<file path="config.mk">
export PLATFORM = sky130hd
export DESIGN_NAME = byte_un_striping_p
export DESIGN_NICKNAME = d
export VERILOG_FILES = /design/src/rtl/byte_un_striping_p.sv
export SDC_FILE = /design/constraint.sdc
export NUM_CORES = 1
export LEC_CHECK = 0
export CORE_UTILIZATION = 34
export DETAILED_ROUTE_END_ITERATION = 10
export GPL_ROUTABILITY_DRIVEN = 0
export PLACE_DENSITY = 0.79
export RECOVER_POWER = 100
export SLEW_MARGIN = 20
export SYNTH_ARGS = -nofsm -noshare
export SYNTH_HDL_FRONTEND = slang
export SYNTH_SLANG_ARGS = --single-unit
</file>
<file path="constraint.sdc">
create_clock -name clk_nf -period 1.49 [get_ports clk_nf]
set_clock_uncertainty 0.05 [all_clocks]
set_input_delay 0.2235 -clock clk_nf [delete_from_list [all_inputs] [get_ports clk_nf]]
set_output_delay 0.2235 -clock clk_nf [all_outputs]
set_load 0.01 [all_outputs]
</file>
<file path="src/rtl/byte_un_striping_p.sv">
// -----------------------------------------------------------------------------
// byte_un_striping_p
//
// Merges LANES parallel lanes of WIDTH-bit words back into one stream in the
// fast (n x f) clock domain. The block waits in IDLE for a valid word on
// lane 0. It then collects one lane per cycle in round-robin order. After
// GAP_LIMIT consecutive rounds with no valid slot, it falls back to IDLE and
// re-aligns on lane 0. All outputs are registered, with 1 cycle of latency.
//
// Optional build macro:
//   UNSTRIPE_GAP_CNT_EN  enables the saturating invalid-slot counter on
//                        gap_count. When undefined, gap_count is tied to 0.
//
// Ports:
//   clk_nf       in   fast clock, one slot per lane per round
//   reset        in   asynchronous active-low reset
//   valid_in     in   [LANES]        per-lane valid, bit k is lane k
//   lane_in      in   [LANES*WIDTH]  lane k at [k*WIDTH +: WIDTH]
//   valid_out_c  out  merged word valid
//   data_out_c   out  [WIDTH]        merged word (0 when not valid)
//   lane_sel     out  [clog2(LANES)] lane the current output came from
//   aligned      out  high while collecting (RUN)
//   gap_count    out  [16]           saturating count of invalid RUN slots
//
// state   | meaning
// --------+------------------------------------------------------------
// ST_IDLE | waiting for lane 0 valid; ptr held at 0, other lanes ignored
// ST_RUN  | round-robin collection, one lane per cycle starting at ptr
// -----------------------------------------------------------------------------
module byte_un_striping_p #(
   parameter int LANES     = 2,
   parameter int WIDTH     = 32,
   parameter int GAP_LIMIT = 4
) (
   input  logic                       clk_nf,
   input  logic                       reset,
   input  logic [LANES-1:0]           valid_in,
   input  logic [LANES*WIDTH-1:0]     lane_in,
   output logic                       valid_out_c,
   output logic [WIDTH-1:0]           data_out_c,
   output logic [$clog2(LANES)-1:0]   lane_sel,
   output logic                       aligned,
   output logic [15:0]                gap_count
);

   localparam int PTR_W = $clog2(LANES);
   localparam logic [PTR_W-1:0] PTR_LAST = PTR_W'(LANES - 1);
   localparam logic [3:0]       GAP_LIM  = 4'(GAP_LIMIT);

   typedef enum logic {
      ST_IDLE = 1'b0,
      ST_RUN  = 1'b1
   } state_t;

   state_t            state_q, state_d;
   logic [PTR_W-1:0]  ptr_q, ptr_d;
   logic [3:0]        idle_rounds_q, idle_rounds_d;
   logic              round_hit_q, round_hit_d;
   logic              valid_q, valid_d;
   logic [WIDTH-1:0]  data_q, data_d;
   logic [PTR_W-1:0]  sel_q, sel_d;
   logic              aligned_q, aligned_d;

   logic              cur_valid;
   logic [WIDTH-1:0]  cur_data;

   assign cur_valid = valid_in[ptr_q];
   assign cur_data  = lane_in[ptr_q*WIDTH +: WIDTH];

   always_comb begin
      state_d       = state_q;
      ptr_d         = ptr_q;
      idle_rounds_d = idle_rounds_q;
      round_hit_d   = round_hit_q;
      valid_d       = 1'b0;
      data_d        = '0;
      sel_d         = '0;
      aligned_d     = 1'b0;

      case (state_q)
         ST_IDLE: begin
            ptr_d = '0;
            if (valid_in[0]) begin
               valid_d       = 1'b1;
               data_d        = lane_in[WIDTH-1:0];
               aligned_d     = 1'b1;
               ptr_d         = PTR_W'(1);
               idle_rounds_d = '0;
               // The entry slot is part of round 0, so that round is never empty.
               round_hit_d   = 1'b1;
               state_d       = ST_RUN;
            end
         end

         ST_RUN: begin
            valid_d   = cur_valid;
            data_d    = cur_valid ? cur_data : '0;
            sel_d     = ptr_q;
            aligned_d = 1'b1;
            if (cur_valid) begin
               round_hit_d = 1'b1;
            end
            if (ptr_q == PTR_LAST) begin
               ptr_d       = '0;
               round_hit_d = 1'b0;
               if (round_hit_q || cur_valid) begin
                  idle_rounds_d = '0;
               end else begin
                  idle_rounds_d = idle_rounds_q + 4'd1;
                  if (idle_rounds_d == GAP_LIM) begin
                     state_d   = ST_IDLE;
                     aligned_d = 1'b0;
                  end
               end
            end else begin
               ptr_d = ptr_q + 1'b1;
            end
         end

         default: begin
            state_d = ST_IDLE;
            ptr_d   = '0;
         end
      endcase
   end

   always_ff @(posedge clk_nf or negedge reset) begin
      if (!reset) begin
         state_q       <= ST_IDLE;
         ptr_q         <= '0;
         idle_rounds_q <= '0;
         round_hit_q   <= 1'b0;
         valid_q       <= 1'b0;
         data_q        <= '0;
         sel_q         <= '0;
         aligned_q     <= 1'b0;
      end else begin
         state_q       <= state_d;
         ptr_q         <= ptr_d;
         idle_rounds_q <= idle_rounds_d;
         round_hit_q   <= round_hit_d;
         valid_q       <= valid_d;
         data_q        <= data_d;
         sel_q         <= sel_d;
         aligned_q     <= aligned_d;
      end
   end

   assign valid_out_c = valid_q;
   assign data_out_c  = data_q;
   assign lane_sel    = sel_q;
   assign aligned     = aligned_q;

`ifdef UNSTRIPE_GAP_CNT_EN
   logic [15:0] gap_q, gap_d;

   always_comb begin
      gap_d = gap_q;
      if ((state_q == ST_RUN) && !cur_valid && (gap_q != 16'hFFFF)) begin
         gap_d = gap_q + 16'd1;
      end
   end

   always_ff @(posedge clk_nf or negedge reset) begin
      if (!reset) begin
         gap_q <= '0;
      end else begin
         gap_q <= gap_d;
      end
   end

   assign gap_count = gap_q;
`else
   assign gap_count = 16'h0000;
`endif

endmodule
</file>
After elaboration in Yosys (flattened, before gate mapping). Cells that the tools add are included.

Bits in registers: 41. Bits of input ports: 68. Output and inout port bits: 51.

Shifts and indexed selects: 1. Muxes and demuxes: 22. $add $sub $neg: 2. Eq/ne operators: 4. Bitwise operators: 1. Reduce and logical (&&, ||, !) cells: 3. Magnitude comparators: 1.

Operators with widths (count): two-way mux 32 bit (2); case mux 32 bit (2 select lines) (1); variable part select 64 x 7 -> 32 bit (1); two-way mux 4 bit (3); two-way mux 1 bit (11); case mux 1 bit (2 select lines) (4); case mux 4 bit (2 select lines) (1); adder 4 x 1 -> 4 bit, second input constant (1); == test 4 x 3 -> 1 bit, second input constant (1); inequality test 2 bit, second input constant (2); AND reduction 2 bit (2); inequality test 3 x 2 -> 1 bit, second input constant (1); less-than comparator 1 x 2 -> 1 bit, second input constant (1); adder 1 bit, second input constant (1); logical OR 1 bit (1); inverter 1 bit (1).

Longest topological paths before layout.
Depth in word-level cells: 6. Gate-level depth with buffers: 5.

Least setup slack after synthesis. Ideal clock, no wire load.

Path kind: register to register. Start: register, netlist name aligned. End: register data_q[10], in the netlist data_out_c[10]. Data arrival time: 1.135 ns. Required time: 1.319 ns. Library setup time: 0.121 ns. Path buffers: 2. Path slack: 0.184 ns. Stages on the path, launching flop included: 5. Cells stage by stage: dfrtp_1 and3_1 buf_2 buf_4 a22o_1.

RTL lines: end signal, assigned (RTL line 143) `data_q <= data_d;`; end, declared (RTL line 60) `logic [WIDTH-1:0] data_q, data_d;`.

Worst setup path after layout.
Start: register aligned_q, in the netlist aligned. End: output aligned.

RTL lines: start, declared (RTL line 62) `logic aligned_q, aligned_d;`; start signal, assigned (RTL line 145) `aligned_q <= aligned_d;`; end, declared (RTL line 42) `output logic aligned,`.

No word-level cell between the ends.

==> flow_summary.rst <==
.. list-table::
   :header-rows: 1

   * - Metric
     - Value
   * - Core box area
     - 4690 um^2
   * - Data required time at the worst endpoint
     - 1.22 ns
   * - Overflow left after global routing
     - 0
   * - # DRC
     - 0
   * - Area added between synthesis and finish
     - 66.2%
   * - Sum of negative setup slack
     - 0 ns
   * - Critical Setup Path Class
     - flip-flop to output pin
   * - Most frequently used cell type in the post-synthesis netlist
     - dfrtp_1
   * - Cell type of the slowest stage on the worst timing path
     - clkdlybuf4s50_1
   * - Critical Path Source Type
     - flip-flop
   * - Met1 Wirelength
     - 1.52 mm
   * - Post-Syn Area per Cell
     - 13.4 um^2
   * - Buffer cell driving the clock tree root
     - clkbuf_8
   * - Final hold violation count
     - 0
   * - Cells along the critical path
     - clkdlybuf4s50_1
   * - Ys async rst share
     - 100%
   * - Height of the chip
     - 71.7 um
   * - Cells after Synth
     - 123
   * - Sequential area share after synthesis
     - 62.1%
   * - Inserted Clock Buffers
     - 5
   * - Total length of routed met3 wires
     - 257 um
   * - Arrival time at the worst endpoint
     - 1.17 ns
   * - CP Buf/Inv Count
     - 1
   * - Iteration-0 DRC count of the detailed router
     - 46
   * - Minimum setup slack in the final design
     - 0.0457 ns
   * - Count of buffers from port buffering
     - 102
   * - Max-Cap Viols
     - 0
   * - Count of boundary I/O pins
     - 119
   * - Leakage
     - 1.24 nW
   * - Maximum count of clock buffers along a single path
     - 2
   * - Final Net Count
     - 299
   * - Post-synth EDFFs
     - 0
   * - Most frequently used flop master after synthesis
     - dfrtp_1
   * - Most instantiated cells after synthesis
     - dfrtp_1 (41), a22o_1 (31), buf_4 (19)
   * - Average wire per standard cell
     - 13.1 um
   * - Antenna violations before repair
     - 0
   * - Number of warnings reported in the yosys synthesis log
     - 0
   * - Number of storage elements in the synthesis netlist
     - 41
   * - DP HPWL
     - 2.74 mm
   * - Antenna fix cells
     - 0
   * - Total of endpoints with negative setup slack in the final report
     - 0
   * - Met2 routed wirelength
     - 1.93 mm
   * - Clock sink count
     - 41
   * - Synth area leader
     - dfrtp_1
   * - Effective utilization at floorplan
     - 35.2%
   * - Uppermost signal routing layer after detailed routing
     - met4
   * - Drt total wl
     - 3.74 mm
   * - Vias post-DR
     - 1,313
   * - Largest stage delay on the critical path
     - 0.54 ns
   * - Pin count of the biggest net entering global routing
     - 34
   * - Worst hold path type
     - input port to async pin
   * - Synth area leaders
     - dfrtp_1 (62%), a22o_1 (16%), buf_4 (8.6%)
   * - Power density relative to cell area
     - 1360 nW/um^2
   * - Vias in the first global route
     - 1,271
   * - Final design utilization
     - 58.6%
   * - Worst setup timing slack at the placement stage
     - -0.00561 ns
   * - Skew-Pair Late Insertion Delay
     - 0.27 ns
   * - Remaining antenna violation count after routing
     - 0
   * - Distinct cell type count of the synthesized netlist
     - 23
   * - Cell area after synthesis
     - 1650 um^2
   * - Area fraction of the dominant cell type after synthesis
     - 62.1%
   * - Wire length of the first global-routing pass
     - 5.70 mm
   * - Largest delay share family, worst path
     - buffers and inverters
   * - Total Routing Usage GR
     - 14.6%
   * - Endpoint type of the worst setup path
     - output pin
   * - Share of the cycle needed by the critical path after routing
     - 96.9%
   * - Slew Limit Fails
     - 0
   * - CTS H-tree depth
     - 2
   * - Clock-pin slew on the worst setup and hold paths
     - 0.08 ns
   * - Min Clock Period, post-route
     - 1.44 ns
   * - PostCTS Resize Cnt
     - 0
   * - Row count
     - 25
   * - Via/cell ratio
     - 4.61
   * - Worst VDD drop
     - 0.816 mV
   * - Die boundary width
     - 71.7 um
   * - RSZ-0062 raised after global routing
     - no
   * - Achievable Freq
     - 692 MHz
   * - Die Footprint
     - 5140 um^2
   * - Critical path fanouts, max
     - 2
   * - Result of the run
     - complete, no violations
   * - CTS tree
     - yes
   * - Iteration count of the initial detailed-routing pass
     - 4
   * - Share of post-route cells with drive strength above 1
     - 7.79%
==> kinds of logic after synthesis <==
logic type | synth area share (%)
DFF | 62.1
AOI/OAI and AO/OA | 18.9
buffers and inverters | 11.9
and+or+nand+nor | 4.47
xor gates and xnor gates | 1.06
adders and majority gates | 0.757
other | 0.227
muxes | 0.606
==> cell usage in the layout, fill, tap and decap left out, types with 2 or more instances in the layout <==
cell,instances
a22o_1,31
nor2_1,5
dfrtp_1,41
o21ai_0,3
clkinv_2,2
clkbuf_8,5
nand2_1,4
clkdlybuf4s50_1,101
a22o_2,2
buf_4,4
conb_1,16
==> sequential cells by signal, indices dropped and copies added, names as in the netlist <==
register	count
aligned	1
data_out_c	32
idle_rounds_q	4
lane_sel	1
ptr_q	1
round_hit_q	1
valid_out_c	1
==> power by group <==
group	leakage, nW	internal [mW]	switching, mW	total (mW)
logic	0.670	0.912	0.621	1.53
registers	0.526	1.43	0.110	1.54
clock network	0.0450	0.324	0.347	0.672
==> metal layers <==
layer	global-route usage (%)	vias to the layer above
met5	0	-
li1	-	623
met4	7.19	0
met3	3.52	2
met1	15.1	613
met2	27.6	75
==> final timing paths <==
path                             start  slack [ns]              to  depth (start not counted)
setup / recovery               aligned        0.05         aligned                          1
hold / removal                   reset        0.37  data_out_c[24]                          2
setup reg to reg               aligned        0.11  data_out_c[31]                          4
hold reg to reg            round_hit_q        0.47     round_hit_q                          2
max in group asynchronous        reset        0.28   data_out_c[6]                          3
min in group clk_nf        round_hit_q        0.47     round_hit_q                          2
==> per-stage QoR <==
step / hold slack [ns] / std cells / total power, mW / instance area, um^2
after floorplan: -0.122 / 138 / 2.33 / 1710
after CTS: 0.370 / 285 / 3.81 / 2760
final: 0.368 / 285 / 3.75 / 2750
after global placement: 0.135 / 275 / 3.08 / 2660
after global routing: 0.403 / 285 / 3.96 / 2750
after detailed placement: 0.135 / 275 / 3.11 / 2660
==> cell type report <==
cell class / count / area [um^2]
Fill cell: 380 / 1940
Multi-Input combinational cell: 72 / 484
Clock buffer: 6 / 72.6
Timing Repair Buffer: 109 / 1080
Sequential cell: 41 / 1030
Tap cell: 54 / 67.6
Inverter: 1 / 3.75
Clock inverter: 2 / 10.0
==> what timing repair did <==
item,CTS,global route
setup endpoints to repair,1,0
endpoints found under the hold margin,18,0
buffers inserted,1,0
hold buffers,1,0
Power figures use the tool's default switching activity.
